--- config.mk ---
export PLATFORM = sky130hd
export DESIGN_NAME = modular_inverse_flat
export DESIGN_NICKNAME = d
export VERILOG_FILES = /design/src/rtl/modinv_pkg.sv /design/src/rtl/modular_inverse_if.sv /design/src/rtl/modular_inverse_mod_mul_seq.sv /design/src/rtl/modular_inverse.sv /design/src/flat_wrapper.sv
export SDC_FILE = /design/constraint.sdc
export NUM_CORES = 1
export LEC_CHECK = 0
export ABC_AREA = 0
export ABC_CLOCK_PERIOD_IN_PS = 41500
export BUFFER_PORTS_ARGS = -buffer_cell sky130_fd_sc_hd__buf_4
export CAP_MARGIN = 20
export CORE_MARGIN = 4
export CORE_UTILIZATION = 50
export CTS_CLUSTER_DIAMETER = 80
export CTS_CLUSTER_SIZE = 12
export DETAILED_ROUTE_END_ITERATION = 8
export PLACE_DENSITY_LB_ADDON = 0.15
export SYNTH_ARGS = -nofsm -noshare
export SYNTH_HDL_FRONTEND = slang
export SYNTH_SLANG_ARGS = --single-unit
--- constraint.sdc ---
create_clock -name clk -period 41.5 [get_ports clk]
set_clock_uncertainty 0.1 [all_clocks]
set_input_delay 8.3 -clock clk [delete_from_list [all_inputs] [get_ports clk]]
set_output_delay 8.3 -clock clk [all_outputs]
set_load 0.02 [all_outputs]
--- src/rtl/modinv_pkg.sv ---
// Shared types and helpers for the modular inverse block.
// Optional self-check build: define MODINV_CHECK_EN.
package modinv_pkg;

  typedef enum logic [2:0] {
    IDLE,
    SQR_ISS,
    SQR_WB,
    MUL_ISS,
    MUL_WB,
    CHK_ISS,
    CHK_WB,
    DONE
  } modinv_state_e;

`ifdef MODINV_CHECK_EN
  localparam int unsigned CHK_CYCLES = 2;
`else
  localparam int unsigned CHK_CYCLES = 0;
`endif

  // Accept-to-out_valid cycle count for a given operand width.
  function automatic int unsigned modinv_latency(input int unsigned dw);
    return 4 * dw + 1 + CHK_CYCLES;
  endfunction

  // Width of the exponent bit index, $clog2(DATA_WIDTH) with a floor of 1.
  function automatic int unsigned modinv_idx_width(input int unsigned dw);
    return (dw > 1) ? $clog2(dw) : 1;
  endfunction

endpackage

--- src/rtl/modular_inverse_if.sv ---
// Valid/ready request and response bundle for the modular inverse block.
interface modular_inverse_if #(
  parameter int unsigned DATA_WIDTH = 8
);
  logic                  in_valid;
  logic                  in_ready;
  logic [DATA_WIDTH-1:0] a;
  logic [DATA_WIDTH-1:0] modulus;
  logic                  out_valid;
  logic                  out_ready;
  logic [DATA_WIDTH-1:0] result;
  logic                  err;

  modport master (
    output in_valid, a, modulus, out_ready,
    input  in_ready, out_valid, result, err
  );

  modport slave (
    input  in_valid, a, modulus, out_ready,
    output in_ready, out_valid, result, err
  );
endinterface

--- src/rtl/modular_inverse_mod_mul_seq.sv ---
// Registered modular multiplier: p = (x*y) mod modulus, one cycle latency.
module mod_mul_seq #(
  parameter int unsigned DATA_WIDTH = 8
) (
  input  logic                  clk,
  input  logic                  rst,
  input  logic [DATA_WIDTH-1:0] x,
  input  logic [DATA_WIDTH-1:0] y,
  input  logic [DATA_WIDTH-1:0] modulus,
  output logic [DATA_WIDTH-1:0] p
);
  logic [2*DATA_WIDTH-1:0] prod;
  logic [2*DATA_WIDTH-1:0] mod_ext;

  assign prod    = {{DATA_WIDTH{1'b0}}, x} * {{DATA_WIDTH{1'b0}}, y};
  assign mod_ext = {{DATA_WIDTH{1'b0}}, modulus};

  // Register the reduced product; a zero modulus (illegal input) yields 0.
  always_ff @(posedge clk or negedge rst) begin
    if (!rst)
      p <= '0;
    else if (modulus == '0)
      p <= '0;
    else
      p <= DATA_WIDTH'(prod % mod_ext);
  end
endmodule

--- src/rtl/modular_inverse.sv ---
// Modular inverse r = a^(q-2) mod q by constant-time square-and-multiply.
// Optional self-check (a*r mod q == 1) enabled by defining MODINV_CHECK_EN.
module modular_inverse
  import modinv_pkg::*;
#(
  parameter int unsigned DATA_WIDTH    = 8,
  parameter int unsigned MODULUS_WIDTH = DATA_WIDTH
) (
  input  logic               clk,
  input  logic               rst,
  modular_inverse_if.slave   bus
);
  localparam int unsigned IW = modinv_idx_width(DATA_WIDTH);
  localparam logic [IW-1:0] LAST_IDX = IW'(DATA_WIDTH - 1);

  modinv_state_e         state, state_nxt;
  logic [DATA_WIDTH-1:0] acc, a_q, q_q, e_q;
  logic [IW-1:0]         idx;
  logic                  bad_q;
  logic                  out_valid_q, err_q;
  logic [DATA_WIDTH-1:0] result_q;
  logic [DATA_WIDTH-1:0] mul_x, mul_y, prod;
  logic                  in_ready_c, accept, illegal, fail;
`ifdef MODINV_CHECK_EN
  logic                  chk_ok;
`endif

  assign accept  = bus.in_valid && in_ready_c;
  // Bits above MODULUS_WIDTH mark an out-of-range modulus.
  assign illegal = (bus.a == '0) || (bus.a >= bus.modulus) ||
                   (bus.modulus < DATA_WIDTH'(3)) ||
                   ((bus.modulus >> MODULUS_WIDTH) != '0);
`ifdef MODINV_CHECK_EN
  assign fail = bad_q || !chk_ok;
`else
  assign fail = bad_q;
`endif

  mod_mul_seq #(.DATA_WIDTH(DATA_WIDTH)) u_mul (
    .clk     (clk),
    .rst     (rst),
    .x       (mul_x),
    .y       (mul_y),
    .modulus (q_q),
    .p       (prod)
  );

  // State register.
  always_ff @(posedge clk or negedge rst) begin
    if (!rst) state <= IDLE;
    else      state <= state_nxt;
  end

  // Next-state logic: fixed schedule of four states per exponent bit.
  always_comb begin
    state_nxt = state;
    case (state)
      IDLE:    if (accept) state_nxt = SQR_ISS;
      SQR_ISS: state_nxt = SQR_WB;
      SQR_WB:  state_nxt = MUL_ISS;
      MUL_ISS: state_nxt = MUL_WB;
      MUL_WB: begin
        if (idx != '0)
          state_nxt = SQR_ISS;
        else
`ifdef MODINV_CHECK_EN
          state_nxt = CHK_ISS;
`else
          state_nxt = DONE;
`endif
      end
`ifdef MODINV_CHECK_EN
      CHK_ISS: state_nxt = CHK_WB;
      CHK_WB:  state_nxt = DONE;
`endif
      DONE:    if (out_valid_q && bus.out_ready) state_nxt = IDLE;
      default: state_nxt = IDLE;
    endcase
  end

  // Output decode: ready gating and multiplier operand selection.
  always_comb begin
    in_ready_c = (state == IDLE) && rst;
    mul_x      = acc;
    mul_y      = a_q;
    case (state)
      SQR_ISS: mul_y = acc;
      CHK_ISS: begin
        mul_x = a_q;
        mul_y = acc;
      end
      default: ;
    endcase
  end

  // Datapath and output registers.
  always_ff @(posedge clk or negedge rst) begin
    if (!rst) begin
      acc         <= '0;
      a_q         <= '0;
      q_q         <= '0;
      e_q         <= '0;
      idx         <= '0;
      bad_q       <= 1'b0;
      out_valid_q <= 1'b0;
      result_q    <= '0;
      err_q       <= 1'b0;
`ifdef MODINV_CHECK_EN
      chk_ok      <= 1'b0;
`endif
    end else begin
      case (state)
        IDLE: if (accept) begin
          a_q   <= bus.a;
          q_q   <= bus.modulus;
          e_q   <= bus.modulus - DATA_WIDTH'(2);
          acc   <= DATA_WIDTH'(1);
          idx   <= LAST_IDX;
          bad_q <= illegal;
        end
        SQR_WB: acc <= prod;
        // Multiply always runs; its product is kept only for set exponent bits.
        MUL_WB: begin
          if (e_q[idx]) acc <= prod;
          if (idx != '0) idx <= idx - 1'b1;
        end
`ifdef MODINV_CHECK_EN
        CHK_WB: chk_ok <= (prod == DATA_WIDTH'(1));
`endif
        DONE: begin
          if (!out_valid_q) begin
            out_valid_q <= 1'b1;
            result_q    <= fail ? '0 : acc;
            err_q       <= fail;
          end else if (bus.out_ready) begin
            out_valid_q <= 1'b0;
          end
        end
        default: ;
      endcase
    end
  end

  assign bus.in_ready  = in_ready_c;
  assign bus.out_valid = out_valid_q;
  assign bus.result    = result_q;
  assign bus.err       = err_q;
endmodule

--- src/flat_wrapper.sv ---
// flat-port wrapper written by rule: the top's interface ports become plain ports
module modular_inverse_flat import modinv_pkg::*;
#(
  parameter int unsigned DATA_WIDTH    = 8,
  parameter int unsigned MODULUS_WIDTH = DATA_WIDTH
)
  (clk, rst, bus_in_valid, bus_a, bus_modulus, bus_out_ready, bus_in_ready, bus_out_valid, bus_result, bus_err);
  modular_inverse_if #(.DATA_WIDTH(DATA_WIDTH)) bus_i ();
  input  logic clk;
  input  logic rst;
  input wire logic [$bits(bus_i.in_valid)-1:0] bus_in_valid;
  input wire logic [$bits(bus_i.a)-1:0] bus_a;
  input wire logic [$bits(bus_i.modulus)-1:0] bus_modulus;
  input wire logic [$bits(bus_i.out_ready)-1:0] bus_out_ready;
  output wire logic [$bits(bus_i.in_ready)-1:0] bus_in_ready;
  output wire logic [$bits(bus_i.out_valid)-1:0] bus_out_valid;
  output wire logic [$bits(bus_i.result)-1:0] bus_result;
  output wire logic [$bits(bus_i.err)-1:0] bus_err;
  assign bus_i.in_valid = bus_in_valid;
  assign bus_i.a = bus_a;
  assign bus_i.modulus = bus_modulus;
  assign bus_i.out_ready = bus_out_ready;
  assign bus_in_ready = bus_i.in_ready;
  assign bus_out_valid = bus_i.out_valid;
  assign bus_result = bus_i.result;
  assign bus_err = bus_i.err;
  modular_inverse #(.DATA_WIDTH(DATA_WIDTH), .MODULUS_WIDTH(MODULUS_WIDTH)) u_core (.clk(clk), .rst(rst), .bus(bus_i));
endmodule
==> flow_metrics.tcl <==
set metrics [dict create \
    status "completed" \
    overflow 0 \
    rsz0062_at_grt "false" \
    fmax_mhz 26.1 \
    synth_area_leaders "ha_1 (17%), dfrtp_1 (13%), fa_1 (6.9%)" \
    ys_ff_latch 56 \
    start_util_pct 50.8 \
    synth_area_leader_cell "ha_1" \
    period_needed_ns 38.35 \
    setup_viol 0 \
    fp-row-count 53 \
    syn2layout_area_growth_pct 5.81 \
    drt.antenna.violating_nets 0 \
    max_cap_violations 0 \
    cts_sinks 56 \
    wirelength_um 27500 \
    cts_max_path_buffers 2 \
    pin_count 31 \
    cp_common_cell "o21a_1" \
    seq_area_frac_synth_pct 13.1 \
    gp_congestion 0.899 \
    grt_start_max_net_pins 58 \
    post-synth-top-area-fraction_pct 17.4 \
    worst_ep_required_time_ns 41.61 \
    layout.area.seq_um2 1400 \
    grt_pass1_wl_um 45500 \
    grt_pass1_vias 9200 \
    finish.net_count 1582 \
    max_stage_delay_ns 0.68 \
    yosys_warnings 0 \
    postCtsSetupBuffers 0 \
    cp_num_buf_inv 3 \
    multiInputGateArea_um2 8790 \
    dp_hpwl_um 22300 \
    drc 0 \
    final.period_utilization_pct 92.4 \
    cts_buffers 5 \
    critPathTopFamily "compound AO/OA/AOI/OAI gates" \
    synth_enable_flop_cells 0 \
    netlist_top_cells_count "ha_1 (149), nand2_1 (143), nor2_1 (141), inv_1 (95), o21ai_0 (79)" \
    cts_root_buffer "clkbuf_16" \
    fin_tns_setup_ns 0 \
    end_kind "register" \
    syn_area_um2 10700 \
    path_class "reg2reg" \
    crit_path_top_delay_cell "mux2i_1" \
    wl_per_cell_um 16.7 \
    worst_pin_slew_ns 0.894 \
    die-area_um2 23800 \
    crit_fanout 17 \
    grt_use_total_pct 22.5 \
    clkTransAtPathRegs_ns 0.07 \
    num_vias 9810 \
    antenna_found_initial 0 \
    synth_cell_type_count 97 \
    drtIter0Drc 458 \
    portBuffers 30 \
    cp_data_arrival_time_ns 38.46 \
    hold_class "reg2reg" \
    die_w_um 154 \
    drv_slew 0 \
    first_pass_iters 5 \
    start_kind "register" \
    core_um2 21000 \
    hold_viol 0 \
    detail_route.vias_per_cell 5.94 \
    fillers 2039 \
    relSlewSlack_pct 40.4 \
    synthesis.nets 1573 \
    synth.most_common_cell "ha_1" \
    clk_latency_ns 0.29 \
    die_h_um 154 \
    syn_inst 1367 \
    syn_area_per_cell_um2 7.82 \
    synth-main-ff-cell "dfrtp_1" \
    ys_async_sr_fraction_pct 100 \
    drive_gt1_share_pct 9.30 \
    cts_tree "yes" \
    antenna_cells 0 \
    htreeDepth 2 \
]
## final timing paths
kind                                       from              endpoint  cells after the start  slack [ns]
max in group asynchronous                   rst  u_core.bus.result[1]                      1       32.87
max reg2reg                     u_core.state[2]     u_core.u_mul.p[3]                    147        3.15
min in group asynchronous                   rst         u_core.e_q[5]                      1        7.95
max                             u_core.state[2]     u_core.u_mul.p[3]                    147        3.15
min reg2reg                u_core.bus.result[0]  u_core.bus.result[0]                      2        0.38
min                        u_core.bus.result[0]  u_core.bus.result[0]                      2        0.38
## layout make-up
type / instances / area share [%]
inverter: 96 / 3.19
clock buffer: 6 / 1.14
sequential: 56 / 12.4
tap: 275 / 3.04
clock inverter: 1 / 0.0443
timing repair buffer: 36 / 2.39
multi-input combinational: 1181 / 77.8
## worst min-delay path: cells and delay by family, from the launching register on
family             cells  cell delay, ns
and+or+nand+nor        1            0.05
DFF                    1            0.34
AOI/OAI and AO/OA      1            0.06
## placed cells by master (no fill, tap or decap), drive strengths merged, types with 14 or more instances in the layout
cell / n
nand3: 32
inv: 96
ha: 149
nand2: 143
fa: 37
xor2: 21
o31ai: 25
mux2i: 26
or2: 26
o211ai: 20
o21ai: 89
a21o: 31
xnor2: 40
buf: 36
nor2: 142
nor2b: 17
a211oi: 14
nand2b: 24
o21a: 50
dfrtp: 56
mux2: 28
a21oi: 66
nor3: 51
## per-stage QoR
stage                     hold slack (ns)  utilization [%]  setup WS [ns]  cell area, um^2  cells
after CTS                           0.387             53.7           2.71            11300   1651
after global routing                0.409             53.8          0.279            11300   1651
after global placement              0.362             53.1           3.75            11200   1644
after detailed placement            0.372             53.1           2.89            11200   1644
after floorplan                     0.345                -           7.13            10700   1367
final                               0.379             53.8           3.15            11300   1651
## cell families after synthesis
family | after synthesis | synth area share [%]
xor+xnor | 61 | 5.00
flops | 56 | 13.1
fa+ha+maj | 186 | 24.4
mux | 56 | 5.88
simple gates | 494 | 22.1
buf+inv | 130 | 4.72
compound gates | 384 | 24.8
## sequential cells by signal, summed over array words and instances, names as in the netlist
| name | count |
|---|---|
| u_core.idx | 3 |
| u_core.u_mul.p | 8 |
| u_core.state | 3 |
| u_core.a_q | 8 |
| u_core.q_q | 7 |
| u_core.bus.result | 8 |
| u_core.bus.err | 1 |
| u_core.bus.out_valid | 1 |
| u_core.e_q | 8 |
| u_core.bad_q | 1 |
| u_core.acc | 8 |
## timing repair
| action | CTS | global route |
|---|---|---|
| endpoints found under the setup margin | 0 | 8 |
| resized for setup | 0 | 4 |
| hold endpoints to repair | 0 | 0 |
| hold buffers | 0 | 0 |
## per-layer routing
| layer | vias to the layer above | track usage (%) | wire length (um) |
|---|---|---|---|
| met1 | 4581 | 31.1 | 12800 |
| li1 | 4963 | - | - |
| met5 | - | 0 | 0 |
| met3 | 29 | 1.57 | 1300 |
| met4 | 0 | 4.08 | 425 |
| met2 | 237 | 39.1 | 13000 |
Power is left out: the tool's default activity adds up to more than one toggle a clock period on the data nets, which glitch-free logic cannot reach.
